===== src/rtl/cpu_pkg.sv =====
// cpu_pkg: shared widths and the fetch buffer entry type for the cpu front end.
//   ADDR_W        PROM address / PC width
//   INST_W        instruction word width
//   fetch_entry_t {pc, inst} pair held in the fetch buffer
package cpu_pkg;
    localparam int ADDR_W = 16;
    localparam int INST_W = 32;
    typedef struct packed {
        logic [ADDR_W-1:0] pc;
        logic [INST_W-1:0] inst;
    } fetch_entry_t;
endpackage


===== src/rtl/fetch_fifo.sv =====
// fetch_fifo: synchronous FIFO of fetch entries with a flush that beats push.
//   push/push_data  write an entry at the tail
//   pop             drop the head entry
//   flush           empty the buffer; overrides push and pop
//   count           current occupancy (0..DEPTH)
//   head            head entry, zero while empty
//   empty           no entries held
module fetch_fifo
    import cpu_pkg::*;
#(
    parameter int DEPTH = 4
)(
    input  logic                   clk,
    input  logic                   reset,
    input  logic                   push,
    input  fetch_entry_t           push_data,
    input  logic                   pop,
    input  logic                   flush,
    output logic [$clog2(DEPTH):0] count,
    output fetch_entry_t           head,
    output logic                   empty
);
    localparam int AW = $clog2(DEPTH);
    fetch_entry_t mem [DEPTH];
    logic [AW-1:0] rd_ptr, wr_ptr;
    always_ff @(posedge clk or posedge reset) begin
        if (reset) begin
            rd_ptr <= '0;
            wr_ptr <= '0;
            count  <= '0;
        end else if (flush) begin
            rd_ptr <= '0;
            wr_ptr <= '0;
            count  <= '0;
        end else begin
            if (push) wr_ptr <= wr_ptr + AW'(1);
            if (pop) rd_ptr <= rd_ptr + AW'(1);
            count <= count + {{AW{1'b0}}, push} - {{AW{1'b0}}, pop};
        end
    end
    always_ff @(posedge clk) begin
        if (push && !flush) mem[wr_ptr] <= push_data;
    end
    assign empty = count == '0;
    assign head  = empty ? '0 : mem[rd_ptr];
endmodule


===== src/rtl/fetch_unit.sv =====
// fetch_unit: owns the PC, issues PROM reads and buffers fetched words for decode.
//   prom_addr/prom_data          PROM read port, data one cycle after address
//   redirect_valid/redirect_addr core PC change; flushes buffered and inflight words
//   halt                         stops new issue, buffer keeps draining
//   instruction/inst_pc/inst_valid/inst_ready  valid/ready handshake to decode
module fetch_unit #(
    parameter int                ADDR_W   = cpu_pkg::ADDR_W,
    parameter int                INST_W   = cpu_pkg::INST_W,
    parameter int                DEPTH    = 4,
    parameter logic [ADDR_W-1:0] RESET_PC = '0
)(
    input  logic              clk,
    input  logic              reset,
    output logic [ADDR_W-1:0] prom_addr,
    input  logic [INST_W-1:0] prom_data,
    input  logic              redirect_valid,
    input  logic [ADDR_W-1:0] redirect_addr,
    input  logic              halt,
    output logic [INST_W-1:0] instruction,
    output logic [ADDR_W-1:0] inst_pc,
    output logic              inst_valid,
    input  logic              inst_ready
);
    import cpu_pkg::*;
    localparam int CW = $clog2(DEPTH);
    logic [ADDR_W-1:0] fetch_pc, inflight_pc;
    logic              inflight, issue, pop, empty;
    logic [CW:0]       count;
    fetch_entry_t      entry, head;
    assign pop   = inst_valid & inst_ready;
    // Reserve a buffer slot for every outstanding read so a capture never hits a full FIFO.
    assign issue = !redirect_valid && !halt && (int'(count) + int'(inflight) - int'(pop) < DEPTH);
    always_ff @(posedge clk or posedge reset) begin
        if (reset) begin
            fetch_pc    <= RESET_PC;
            inflight    <= 1'b0;
            inflight_pc <= '0;
        end else begin
            inflight <= issue;
            if (issue) inflight_pc <= fetch_pc;
            fetch_pc <= redirect_valid ? redirect_addr : issue ? fetch_pc + ADDR_W'(1) : fetch_pc;
        end
    end
    assign entry = '{pc: inflight_pc, inst: prom_data};
    // A redirect flushes the buffer, which also discards the word captured in the same cycle.
    fetch_fifo #(.DEPTH(DEPTH)) u_fifo (
        .clk       (clk),
        .reset     (reset),
        .push      (inflight),
        .push_data (entry),
        .pop       (pop),
        .flush     (redirect_valid),
        .count     (count),
        .head      (head),
        .empty     (empty)
    );
    assign prom_addr   = fetch_pc;
    assign inst_valid  = !empty;
    assign instruction = head.inst;
    assign inst_pc     = head.pc;
endmodule


===== config.mk =====
export PLATFORM = sky130hd
export DESIGN_NAME = fetch_unit
export DESIGN_NICKNAME = d
export VERILOG_FILES = /design/src/rtl/cpu_pkg.sv /design/src/rtl/fetch_fifo.sv /design/src/rtl/fetch_unit.sv
export SDC_FILE = /design/constraint.sdc
export NUM_CORES = 1
export LEC_CHECK = 0
export CORE_MARGIN = 2
export CORE_UTILIZATION = 35
export CTS_CLUSTER_DIAMETER = 80
export DETAILED_ROUTE_END_ITERATION = 8
export SLEW_MARGIN = 30
export SYNTH_ARGS = -nofsm -noshare
export SYNTH_HDL_FRONTEND = slang
export SYNTH_HIERARCHICAL = 1
export SYNTH_SLANG_ARGS = --single-unit

===== constraint.sdc =====
create_clock -name clk -period 5.2 [get_ports clk]
set_clock_uncertainty 0.15 [all_clocks]
set_input_delay 0.78 -clock clk [delete_from_list [all_inputs] [get_ports clk]]
set_output_delay 0.78 -clock clk [all_outputs]
set_load 0.02 [all_outputs]

==> summary.md <==
| Metric | Value |
|---|---|
| Result of the run | `complete, no violations` |
| Share of flip-flops with an asynchronous set or reset after synthesis | `0.1724` |
| # IOs | `118` |
| Pin count of the biggest net entering global routing | `50` |
| Endpoint required time on the critical path | `5.44 ns` |
| Remaining number of nets flagged by the antenna check after routing | `0` |
| Number of buffers added to fix hold violations after cts | `0` |
| Die area | `28510 µm²` |
| Netlist area before placement | `9512 µm²` |
| Cell family with most CP delay | `simple AND/OR/NAND/NOR gates` |
| Final Wtd Congestion | `0.8065` |
| Wire length of the first global-routing pass | `31010 µm` |
| Library cell with the highest instance count after synthesis | `sky130_fd_sc_hd__edfxtp_1` |
| Global-route met3 utilization | `0.02969` |
| Peak ir drop on the vdd network | `0.2143 mV` |
| Met1 usage | `0.1901` |
| Final-layout worst hold slack | `0.3730 ns` |
| Leading area contributor after synthesis | `sky130_fd_sc_hd__edfxtp_1` |
| Final count of hold timing violations | `0` |
| CP endpoint kind | `register` |
| Fill cells | `2333` |
| Die width | `168.9 µm` |
| Reported leakage power | `3.978 nW` |
| Transition time of the tightest slew-check pin | `0.9279 ns` |
| Source of the critical timing path | `u_fifo/count[2]` |
| Buffers plus inverters on the worst setup path | `3` |
| Critical hold path startpoint | `inflight_pc[3]` |
| Final worst-path cycle share | `0.8041` |
| Number of buffers inserted during clock tree synthesis | `25` |
| Power density cells | `533.9 nW/µm²` |
| Clock latency at the later pin of the worst-skew pair | `0.51 ns` |
| Count of TritonRoute iterations in the first routing pass | `4` |
| Number of violations reported at the end of detailed-routing iteration 0 | `311` |
| Global Route met2 Usage | `0.2308` |
| Top area cells in the synthesized netlist | `sky130_fd_sc_hd__edfxtp_1 61%, sky130_fd_sc_hd__mux4_2 11%, sky130_fd_sc_hd__dfrtp_1 11%, sky130_fd_sc_hd__and2_1 3.6%, sky130_fd_sc_hd__nand2_1 2.4%` |
| Max Slew Vio Count | `0` |
| Post-synthesis net count | `606` |
| Clock sinks | `232` |
| Post-synth EDFFs | `192` |
| Maximum Capacitance Violations | `0` |
| DPL Wire Length | `11950 µm` |
| Routed wire per std cell | `18.86 µm` |
| Clock Root Buffer | `sky130_fd_sc_hd__clkbuf_16` |
| Critical path arrival | `4.42 ns` |
| Number of distinct library cell variants in the gate-level netlist after synthesis | `44` |
| Bufs on Longest Clock Path | `3` |
| Count of state elements after synthesis | `232` |
| GRT Util Overall | `0.1390` |
| Top cells by count, synth | `192 x sky130_fd_sc_hd__edfxtp_1, 60 x sky130_fd_sc_hd__nand2_1, 54 x sky130_fd_sc_hd__and2_1, 47 x sky130_fd_sc_hd__mux4_2, 40 x sky130_fd_sc_hd__dfrtp_1` |
| CTS tree | `done` |
| Height of the chip | `168.9 µm` |
| Row Count | `60` |
| Crit Path Category | `register to register` |
| FMAX | `239.2 MHz` |
| Core area | `26800 µm²` |
| Antenna violations before repair | `0` |
| Count of inserted antenna diode cells | `0` |
| Number of levels the H-tree was split into | `1` |
| Number of global-route vias before repair | `5543` |
| Register area share after synthesis | `0.7114` |
| Proportion of layout cells with a drive suffix above 1 | `0.1489` |
| Class of the most critical hold timing path | `register to register` |
| Number of standard cells after synthesis | `540` |
| Shortest period the worst path allows | `4.181 ns` |
| NumNets Final | `732` |
| Post-CTS setup buffer count | `0` |
| Clock-pin slew reported for the worst setup and hold paths after clock tree synthesis | `0.07 ns` |
| Area Growth Syn to Fin | `23.77%` |
| Number of warning messages in the yosys log | `6` |
| Critical path's largest stage delay | `0.55 ns` |
| Register cell area after layout | `6771 µm²` |
| Launch point of the worst reg-to-reg path | `u_fifo/count[2]` |
| Effective utilization at floorplan | `0.3549` |
| Mean cell area of the mapped netlist | `17.61 µm²` |
| Synth top area share | `0.6062` |
| Overall routed net length | `19350 µm` |
| Setup crit start kind | `register` |
| Largest fanout on the critical path | `49` |
| Leftover overflow at the end of global routing | `0` |
| Multi-input gate area | `2475 µm²` |
| Resized cells post-CTS | `0` |
| RSZ-0062 raised after global routing | `false` |
| Cell with the largest stage delay on the worst path | `sky130_fd_sc_hd__or4_1` |
| # DRC | `0` |
| Cell Chain, Critical Path | `or3_4 > inv_1 > nor2b_1 > ha_1 > inv_1 > ha_1 > and3b_1 > or4_1 > and3_1 > inv_6 > mux2_2 > a221o_1` |
| Top_reg_cell synth | `sky130_fd_sc_hd__edfxtp_1` |
| IO Port Bufs | `117` |
| Via-to-Cell Ratio | `4.926` |
| Final setup fails | `0` |
| Post-route setup TNS | `0 ns` |
| Busiest layer in global routing | `met2` |
| Via count of the routed design | `5054` |
| Worst slew margin | `0.3814` |
==> power by group <==
group / switching [mW] / internal (mW)
Sequential: 0.243 / 2.28
Combinational: 1.06 / 1.03
Clock: 0.682 / 0.992
Total: 1.98 / 4.30
==> worst reg2reg max path, delay by kind of cell (launching register included) <==
family / cells / cell delay [ns]
and+or+nand+nor: 5 / 1.91
AOI/OAI and AO/OA: 1 / 0.30
adders and majority gates: 2 / 0.50
muxes: 1 / 0.38
buffers and inverters: 3 / 0.36
DFF: 1 / 0.46
==> routing by layer <==
layer / share of wire / vias up
met5: 0 / -
met4: 0.015 / 0
met3: 0.054 / 23
met2: 0.48 / 150
met1: 0.45 / 2563
li1: - / 2318
==> cell type report <==
cell class / count / share of cell area
flip-flops and latches: 232 / 0.5752
multi-input cells: 266 / 0.2102
repair buffers: 125 / 0.1063
clock buffers: 34 / 0.05601
well taps: 341 / 0.03624
clock inverters: 12 / 0.01052
inverters: 16 / 0.005527
==> path summary, 6_finish.rpt <==
check / endpoint / slack (ns) / depth (start not counted)
max in group asynchronous: inflight_pc[1] / 3.86 / 2
min in group asynchronous: u_fifo/count[2] / 0.44 / 2
max: prom_addr[13] / 1.02 / 12
min reg2reg: u_fifo/mem[3][35] / 0.37 / 0
max reg2reg: prom_addr[13] / 1.02 / 12
min: u_fifo/mem[3][35] / 0.37 / 0
==> cell usage in the layout, fill, tap and decap left out, drive strengths merged, types with 6 or more instances in the layout <==
cell	n
a221o	9
and2	54
buf	8
clkbuf	34
clkdlybuf4s50	117
dfrtp	40
edfxtp	192
ha	12
inv	17
mux2i	6
mux4	48
nand2	60
nand3	10
nor2	10
nor3	7
o21ai	6
xnor2	7
==> cell families (layout without fill, tap and decap cells) <==
logic type               count (synthesis)  after routing  synth area share
AO/OA/AOI/OAI                           24             24           0.01973
adder cells (fa/ha/maj)                 13             13           0.01789
multiplexers                            57             57            0.1239
buffers and inverters                   42            187           0.02894
flip-flops                             232            232            0.7114
XOR/XNOR                                 8              8          0.008813
AND/OR/NAND/NOR                        164            164           0.08932
==> sequential cells by signal, summed over array words and instances, names as in the netlist <==
register,count
prom_addr,16
u_fifo/mem,192
u_fifo/rd_ptr,2
inflight_pc,16
u_fifo/count,3
inflight,1
u_fifo/wr_ptr,2
==> stage by stage <==
stage                     cells  total power, mW  utilization  setup WS (ns)  area, µm²
after detailed placement    980            4.693       0.4100         0.8701      10990
after global routing       1026            6.637       0.4393         0.7055      11770
after global placement      979            4.612       0.4090         0.9554      10960
after floorplan             540            3.837            -          1.609       9512
after CTS                  1026            6.383       0.4393         0.9663      11770
final                      1026            6.286       0.4393          1.019      11770
Note: power is estimated with default switching activity, not from simulation.
